==> src/rtl/exec_pkg.sv <==
// Shared types for the execution sequencer: state encoding and display width.
// Latency: n/a (types and constants only).
// Backpressure: n/a.
package exec_pkg;

  localparam int STATE_W = 3;

  // Encoding is visible on state_o and decoded by the display controller.
  typedef enum logic [STATE_W-1:0] {
    ST_RST_HOLD = 3'd0,
    ST_HALT     = 3'd1,
    ST_STEP     = 3'd2,
    ST_RUN      = 3'd3,
    ST_BREAK    = 3'd4
  } exec_state_t;

endpackage

==> src/rtl/exec_controller_btn_sync_edge.sv <==
// Two-flop synchronizer plus rising-edge detect for one debounced board button.
// Latency: evt_o rises 2 clk edges after the pin rises and lasts exactly one clk.
// Backpressure: none; one event per press, consumed or dropped by the caller.
// Ports: clk, reset (async active-low), btn_i (async pin), evt_o (one-clk pulse).
module btn_sync_edge (
  input  logic clk,
  input  logic reset,
  input  logic btn_i,
  output logic evt_o
);

  logic sync1_q, sync1_d;
  logic sync2_q, sync2_d;
  logic prev_q,  prev_d;

  always_comb begin
    sync1_d = btn_i;
    sync2_d = sync1_q;
    prev_d  = sync2_q;
  end

  always_ff @(posedge clk or negedge reset) begin
    if (!reset) begin
      sync1_q <= 1'b0;
      sync2_q <= 1'b0;
      prev_q  <= 1'b0;
    end else begin
      sync1_q <= sync1_d;
      sync2_q <= sync2_d;
      prev_q  <= prev_d;
    end
  end

  // Only the synchronized copies are compared, never the raw pin.
  assign evt_o = sync2_q & ~prev_q;

endmodule

==> src/rtl/exec_controller.sv <==
// Execution sequencer: turns button events into one cpu_en pulse per instruction
// (step / prescaled run / run-to-breakpoint) and a stretched core reset.
// Latency: 2-3 clk from button pin to state change; cpu_en decoded in the issue clk.
// Backpressure: none; coincident events resolve rst > run > step, losers are dropped.
// Ports: clk, reset (async active-low), step_btn/run_btn/rst_btn (async buttons),
//        bp_en/bp_addr/pc (breakpoint compare), cpu_en/cpu_reset (to core),
//        cycle_count/state_o/halted (to display).
module exec_controller
  import exec_pkg::*;
#(
  parameter int PRESCALE   = 25_000_000,
  parameter int RST_CYCLES = 4,
  parameter int CNT_W      = 16
) (
  input  logic               clk,
  input  logic               reset,
  input  logic               step_btn,
  input  logic               run_btn,
  input  logic               rst_btn,
  input  logic               bp_en,
  input  logic [31:0]        bp_addr,
  input  logic [31:0]        pc,
  output logic               cpu_en,
  output logic               cpu_reset,
  output logic [CNT_W-1:0]   cycle_count,
  output logic [STATE_W-1:0] state_o,
  output logic               halted
);

  localparam int PW = $clog2(PRESCALE);
  localparam int HW = $clog2(RST_CYCLES + 1);
  localparam logic [PW-1:0]    PRESC_LAST = PW'(PRESCALE - 1);
  localparam logic [HW-1:0]    HOLD_LAST  = HW'(RST_CYCLES - 1);
  localparam logic [CNT_W-1:0] CNT_MAX    = '1;

  logic step_evt, run_evt, rst_evt;

  btn_sync_edge u_step_sync (.clk(clk), .reset(reset), .btn_i(step_btn), .evt_o(step_evt));
  btn_sync_edge u_run_sync  (.clk(clk), .reset(reset), .btn_i(run_btn),  .evt_o(run_evt));
  btn_sync_edge u_rst_sync  (.clk(clk), .reset(reset), .btn_i(rst_btn),  .evt_o(rst_evt));

  exec_state_t      state_q, state_d;
  logic [PW-1:0]    presc_q, presc_d;
  logic [HW-1:0]    hold_q, hold_d;
  logic             skip_bp_q, skip_bp_d;
  logic [CNT_W-1:0] cnt_q, cnt_d;
  logic             cpu_reset_q, cpu_reset_d;
  logic             halted_q, halted_d;

  logic presc_wrap;
  logic bp_hit;

  // Word compare only; the byte-offset bits never take part.
  logic unused_addr_lsbs;
  assign unused_addr_lsbs = ^{pc[1:0], bp_addr[1:0]};

  always_comb begin
    presc_wrap = (presc_q == PRESC_LAST);
    // skip_bp lets the instruction we stopped on execute once after resuming.
    bp_hit     = bp_en && (pc[31:2] == bp_addr[31:2]) && !skip_bp_q;
  end

  // Issue decode: a pending rst (or, in RUN, a run/halt toggle) wins over the issue.
  always_comb begin
    cpu_en = 1'b0;
    if (state_q == ST_STEP && !rst_evt) begin
      cpu_en = 1'b1;
    end else if (state_q == ST_RUN && presc_wrap && !bp_hit && !rst_evt && !run_evt) begin
      cpu_en = 1'b1;
    end
  end

  always_comb begin
    state_d   = state_q;
    presc_d   = presc_q;
    hold_d    = hold_q;
    skip_bp_d = skip_bp_q;
    cnt_d     = cnt_q;

    if (cpu_en && cnt_q != CNT_MAX) begin
      cnt_d = cnt_q + CNT_W'(1);
    end

    case (state_q)
      ST_RST_HOLD: begin
        cnt_d = '0;
        if (hold_q == HOLD_LAST) begin
          state_d = ST_HALT;
          hold_d  = '0;
        end else begin
          hold_d = hold_q + HW'(1);
        end
      end
      ST_HALT, ST_BREAK: begin
        if (rst_evt) begin
          state_d = ST_RST_HOLD;
        end else if (run_evt) begin
          state_d   = ST_RUN;
          skip_bp_d = 1'b1;
          presc_d   = '0;
        end else if (step_evt) begin
          state_d = ST_STEP;
        end
      end
      ST_STEP: begin
        state_d = rst_evt ? ST_RST_HOLD : ST_HALT;
      end
      ST_RUN: begin
        presc_d = presc_wrap ? '0 : presc_q + PW'(1);
        if (rst_evt) begin
          state_d = ST_RST_HOLD;
        end else if (run_evt) begin
          state_d = ST_HALT;
        end else if (presc_wrap) begin
          if (bp_hit) begin
            state_d = ST_BREAK;
          end else begin
            skip_bp_d = 1'b0;
          end
        end
      end
      default: begin
        state_d = ST_RST_HOLD;
      end
    endcase

    // Entering the hold restarts the stretch and clears the instruction count.
    if (state_d == ST_RST_HOLD && state_q != ST_RST_HOLD) begin
      hold_d = '0;
      cnt_d  = '0;
    end

    cpu_reset_d = (state_d == ST_RST_HOLD);
    halted_d    = (state_d == ST_HALT) || (state_d == ST_BREAK);
  end

  always_ff @(posedge clk or negedge reset) begin
    if (!reset) begin
      state_q     <= ST_RST_HOLD;
      presc_q     <= '0;
      hold_q      <= '0;
      skip_bp_q   <= 1'b0;
      cnt_q       <= '0;
      cpu_reset_q <= 1'b1;
      halted_q    <= 1'b0;
    end else begin
      state_q     <= state_d;
      presc_q     <= presc_d;
      hold_q      <= hold_d;
      skip_bp_q   <= skip_bp_d;
      cnt_q       <= cnt_d;
      cpu_reset_q <= cpu_reset_d;
      halted_q    <= halted_d;
    end
  end

  assign state_o     = state_q;
  assign cycle_count = cnt_q;
  assign cpu_reset   = cpu_reset_q;
  assign halted      = halted_q;

endmodule
==> config.mk <==
export PLATFORM = sky130hd
export DESIGN_NAME = exec_controller
export DESIGN_NICKNAME = d
export VERILOG_FILES = /design/src/rtl/exec_pkg.sv /design/src/rtl/exec_controller_btn_sync_edge.sv /design/src/rtl/exec_controller.sv
export SDC_FILE = /design/constraint.sdc
export NUM_CORES = 1
export LEC_CHECK = 0
export ABC_CLOCK_PERIOD_IN_PS = 2300
export BUFFER_PORTS_ARGS = -buffer_cell sky130_fd_sc_hd__buf_2
export CAP_MARGIN = 25
export CORE_MARGIN = 1.5
export CORE_UTILIZATION = 48
export DETAILED_ROUTE_END_ITERATION = 12
export PLACE_DENSITY = 0.82
export SYNTH_ARGS = -nofsm -noshare
export SYNTH_HDL_FRONTEND = slang
export SYNTH_SLANG_ARGS = --single-unit
==> constraint.sdc <==
create_clock -name clk -period 2.3 [get_ports clk]
set_input_delay 0.23 -clock clk [delete_from_list [all_inputs] [get_ports clk]]
set_output_delay 0.23 -clock clk [all_outputs]
set_load 0.02 [all_outputs]
* After elaboration in Yosys (flattened, before gate mapping)
Index checks and enable logic that the tools add are counted.
Word-level totals: register bits 59, output and inout port bits 22
Cells by class: bitwise operators 6, reductions and logical operators 23, add/sub/neg operators 3, equality and inequality tests 16, mux-type cells 29
Operators by type and width (number):
- $mux W25 | 3
- $pmux W25 S2 | 1
- $mux W16 | 3
- $mux W3 | 11
- $eq A30 B30 Y1 | 1
- $add A25 B1 Y25 const B | 1
- $eq A25 B25 Y1 const B | 1
- $add A16 B1 Y16 const B | 1
- $ne A16 B16 Y1 const B | 1
- $ne A2 B2 Y1 const B | 6
- $pmux W3 S4 | 1
- $eq A3 B2 Y1 const B | 3
- $logic_and A1 B1 Y1 | 9
- $mux W1 | 9
- $reduce_and A7 Y1 | 1
- $eq A3 B1 Y1 const B | 2
- $eq A3 B3 Y1 const B | 2
- $logic_not A3 Y1 | 2
- $reduce_bool A3 Y1 | 2
- $logic_not A1 Y1 | 4
- $reduce_bool A2 Y1 | 2
- $add A3 B1 Y3 const B | 1
- $and A1 B1 Y1 | 3
- $not A1 Y1 | 3
- 4 further kinds | 4

* Longest topological paths before layout
depth in word-level cells 13, gate-level depth with buffers 9, mapped depth without buffers 8

* Hierarchy
A second synthesis with hierarchy kept.
Unflattened totals: cells, all modules 388, area, all modules 3578.4 um^2
By module, submodules not included:
- exec_controller | times used 1, area each 3311.9 um^2, cells an instance 376
- btn_sync_edge | times used 3, area each 88.8 um^2, cells an instance 4

* Least setup slack after synthesis
Ideal clock, no wire load.
path type register to register, start reg presc_q[0], end reg cnt_q[13], in the netlist cycle_count[13], data arrival time 2102 ps, slack 78 ps, cell stages (with the launch flop) 10, data required time 2180 ps, cells stage by stage dfrtp_1 -> ha_1 -> nand3_1 -> nor2_1 -> nand3b_1 -> a2111o_2 -> a211oi_4 -> buf_6 -> a21oi_2 -> a31o_1
Between the ends: word-level cells in the longest chain between the ends 9
Ends and longest elaborated chain:
- start: declaration | RTL line exec_controller.sv:43 | logic [PW-1:0] presc_q, presc_d;
- start signal: assignment | RTL line exec_controller.sv:148 | presc_q <= presc_d;
- $eq A25 B25 Y1 * | RTL line exec_controller.sv:58 | presc_wrap = (presc_q == PRESC_LAST);
- branches (longest 8 deep; another with $pmux W3 S4)
- end signal: assignment | RTL line exec_controller.sv:151 | cnt_q <= cnt_d;
- end: declaration | RTL line exec_controller.sv:46 | logic [CNT_W-1:0] cnt_q, cnt_d;
Every way passes the cells marked *. A chain may end at the register's enable or synchronous reset.

* Worst setup path in the final report
start reg presc_q[10], end reg cnt_q[15], in the netlist cycle_count[15]
Same word-level chain as after synthesis.

==> impl_metrics.csv <==
group,metric,value,unit
status,outcome,"finished with violations",
status,violations,"setup timing",
floorplan,die_h,87.6,µm
placed_design,dp_hpwl,6.33,mm
final_layout,final_cell_mix,"buf_2 (86), dfrtp_1 (58), nor2_1 (34)",
floorplan,io_pins,92,
global_route,grt.overflow.total,0,
synthesis,syn_inst,366,
final_layout,area_growth,32.3,%
global_route,grt_util_all_layers,0.242,
clocking,clkTransAtPathRegs,0.08,ns
sta,timing.final.crit_period,2.43,ns
synthesis,synth_compound_area_frac,0.129,
synthesis,postSynthAreaPerCell,9.39,µm²
worst_setup_path,ff2ff_path_depth,9,
final_layout,nNetsFinal,565,
worst_setup_path,cp_common_cell,"nand4_1",
worst_setup_path,cp.buffers_inverters,2,
clocking,cts_tree,"yes",
pwr,ir_drop,0.300,mV
sta,hold-worst-slack,0.348,ns
synthesis,synth_area_leaders,"dfrtp_1 (42%), xnor2_1 (7.6%), nand4_1 (4.0%)",
synthesis,syn_area,0.00344,mm²
synthesis,synthXorXnorAreaFrac,0.110,
clocking,clkSinkCount,59,
synthesis,synth_top_area_share,0.422,
floorplan,die_x,87.6,µm
placed_design,port_buffers,87,
worst_setup_path,rr_startpoint,"presc_q[10]$_DFFE_PN0P_",
synthesis,synth_edf_count,0,
sta,final-setup-viol-count,14,
final_layout,design_area,0.00454,mm²
synthesis,ys_types,58,
drt,num_vias,3251,
pwr,p_per_area,601,mW/mm²
pwr,fin_total_pwr,2730,µW
clocking,cts_htree_levels,3,
final_layout,num_antenna_cells,0,
pwr,comb_power_share,0.234,
pwr,switching_share,0.315,
global_route,antenna_found_initial,0,
floorplan,core_area,0.00687,mm²
synthesis,syn-num-nets,439,
placed_design,gp_congestion,0.864,
floorplan,start_util,0.500,
synthesis,ys.warnings.count,0,
synthesis,synth_simple_gate_area_frac,0.269,
worst_setup_path,timing.rr.end,"cycle_count[15]$_DFFE_PN0P_",
worst_setup_path,critPathArrivalTime,2.71,ns
worst_setup_path,rrSetupSlack,-0.13,ns
pwr,p_leak,0.00212,µW
drt,firstDrtPassIters,5,
sta,period_share,1.06,
sta,fmax,0.412,GHz
synthesis,synth_mux_area_frac,0.0277,
placed_design,placed_area,0.00415,mm²
drt,drc,0,
drt,ant_nets,0,
sta,rsz0062_at_grt,"yes",
worst_hold_path,holdCritStartpoint,"u_rst_sync.sync1_q$_DFF_PN0_",
synthesis,postSynth.asyncResetShare,1.00,
pwr,p_int,1870,µW
global_route,first_global_vias,3128,
worst_setup_path,critPathMaxFanout,6,
sta,slew_headroom,0.436,
clocking,cts_buffers,9,
worst_hold_path,holdCritPathClass,"reg -> reg",
final_layout,final_util,0.662,
final_layout,final_common_cell,"buf_2",
run,cap_violations,0,
synthesis,synth_area_leader_cell,"dfrtp_1",
sta,worstMarginPinSlew,0.841,ns
final_layout,layout-drive-gt1-share,0.322,
worst_hold_path,hold_path_depth,0,
worst_setup_path,cp_slowest_cell,"a2111o_2",
worst_setup_path,criticalPathCategory,"reg -> reg",
clocking,cts_root_buf,"clkbuf_8",
drt,vias_per_cell,5.48,
synthesis,synth_top_family_by_area,"simple AND/OR/NAND/NOR gates",
worst_setup_path,crit_family,"simple AND/OR/NAND/NOR gates",
worst_hold_path,holdPathEnd,"u_rst_sync.prev_d$_DFF_PN0_",
floorplan,core.rowCount,30,
worst_setup_path,cp-end-kind,"flip-flop",
floorplan,die-area,0.00767,mm²
pwr,clkPwrFrac,0.347,
clocking,clk_latency,0.36,ns
worst_setup_path,worst_setup_path_start_kind,"flip-flop",
synthesis,synth_seq_cells,59,
sta,drv_slew,0,
drt,routed_wl,8.95,mm
drt,drt_iter0_drc,189,
drt,wl_per_cell,15.1,µm
synthesis,yosys.area_share.adder,0.0109,
synthesis,ys.flop_type,"dfrtp_1",
sta,setup_ws,-0.129,ns
global_route,grt_max_degree,34,
pwr,switchingPower,859,µW
worst_setup_path,slowest_delay,0.45,ns
sta,fin_skew,0.0147,ns
sta,finalHoldViolations,0,
synthesis,ys_seq_area_frac,0.430,
worst_setup_path,path_cells,"nor4b_2 > and4bb_1 > nand4_1 > a2111o_2 > buf_6 > a211oi_4 > buf_12 > nand4_1 > mux2i_1",
worst_setup_path,cp.required,2.58,ns
global_route,grt_pass1_wl,14.1,mm
pwr,seqPwrFrac,0.419,
clocking,cts.path.max_buffers,2,
-- worst max path at each step --
| stage | startpoint | to | slack, ns | cells after the start |
|---|---|---|---|---|
| 2_1_floorplan | presc_q[0]$_DFFE_PN0P_ | cycle_count[13]$_DFFE_PN0P_ | 0.08 | 9 |
| 3_3_place_gp | presc_q[8]$_DFFE_PN0P_ | cycle_count[5]$_DFFE_PN0P_ | 0.006 | 8 |
| 3_5_place_dp | presc_q[8]$_DFFE_PN0P_ | cycle_count[5]$_DFFE_PN0P_ | -0.06 | 8 |
| 4_1_cts | presc_q[10]$_DFFE_PN0P_ | cycle_count[3]$_DFFE_PN0P_ | -0.15 | 10 |
| 5_1_grt | presc_q[10]$_DFFE_PN0P_ | cycle_count[5]$_DFFE_PN0P_ | -0.27 | 9 |
| 6_report | presc_q[10]$_DFFE_PN0P_ | cycle_count[15]$_DFFE_PN0P_ | -0.13 | 9 |
-- sequential cells by signal, indices dropped and copies added (netlist names), 3 cells and up --
signal	count
presc_q	25
cycle_count	16
hold_q	3
state_o	3
-- worst reg2reg max path, delay by kind of cell, from the launching register on --
kind                   cells  cell delay [ns]
DFF                        1             0.39
buffers and inverters      2             0.31
AOI/OAI and AO/OA          2             0.73
and+or+nand+nor            4             0.73
muxes                      1             0.20
-- cell type report --
cell class | instances | area [µm²]
Fill cell | 533 | 2320
Multi-Input combinational cell | 290 | 1930
Sequential cell | 59 | 1480
Timing Repair Buffer | 127 | 796
Clock buffer | 9 | 124
Tap cell | 96 | 120
Clock inverter | 7 | 78.8
Inverter | 5 | 18.8
-- per-layer routing --
metal | up-vias | wire length (µm) | global-route usage
met3 | 9 | 541 | 0.0518
met5 | - | 0 | 0
li1 | 1586 | - | -
met2 | 128 | 4560 | 0.414
met1 | 1528 | 3730 | 0.290
met4 | 0 | 122 | 0.117
-- cell usage after synthesis, types with 4 or more instances --
| cell type | count |
|---|---|
| xnor2_1 | 30 |
| mux2i_1 | 8 |
| or3_1 | 4 |
| a21oi_1 | 9 |
| and3_1 | 8 |
| nor3_1 | 6 |
| nand2b_1 | 10 |
| a31o_1 | 4 |
| o21ai_1 | 10 |
| o21ai_0 | 17 |
| o31ai_1 | 8 |
| buf_2 | 4 |
| nand2_1 | 32 |
| nor2b_1 | 8 |
| nand4_1 | 22 |
| inv_1 | 4 |
| nand3_1 | 19 |
| clkbuf_1 | 5 |
| nor4_1 | 6 |
| xor2_1 | 13 |
| nor2_1 | 34 |
| dfrtp_1 | 58 |
-- logic make-up (layout without fill, tap and decap cells) --
family,Yosys count,count (layout)
fa+ha+maj,3,3
buf+inv,17,148
xor+xnor,43,43
simple gates,170,170
mux,9,9
flops,59,59
compound gates,65,65
-- metrics by stage --
stage / setup WS [ns] / TNS, ns / cells
final: -0.129 / -1.02 / 593
after floorplan: 0.0781 / 0 / 366
after detailed placement: -0.0574 / -0.230 / 563
after global routing: -0.266 / -3.27 / 593
after global placement: 0.00606 / 0 / 563
after CTS: -0.147 / -1.25 / 592
-- power by group through the flow --
| stage | sequential, µW | clock, µW | combinational (µW) |
|---|---|---|---|
| final | 1140 | 948 | 638 |
| after global routing | 1150 | 1020 | 705 |
| after CTS | 1140 | 967 | 628 |
| after detailed placement | 1160 | 0 | 607 |
| after global placement | 1160 | 0 | 588 |
| after floorplan | 1180 | 0 | 367 |
-- what timing repair did --
| item | in CTS | in global routing |
|---|---|---|
| gates resized for setup | 12 | 8 |
| setup buffers | 8 | 2 |
| gates cloned | 1 | 0 |
| hold buffers | 4 | 0 |
| endpoints found under the setup margin | 18 | 38 |
| endpoints found under the hold margin | 33 | 0 |
| pin swaps | 13 | 6 |
(Power assumes the default switching activity.)
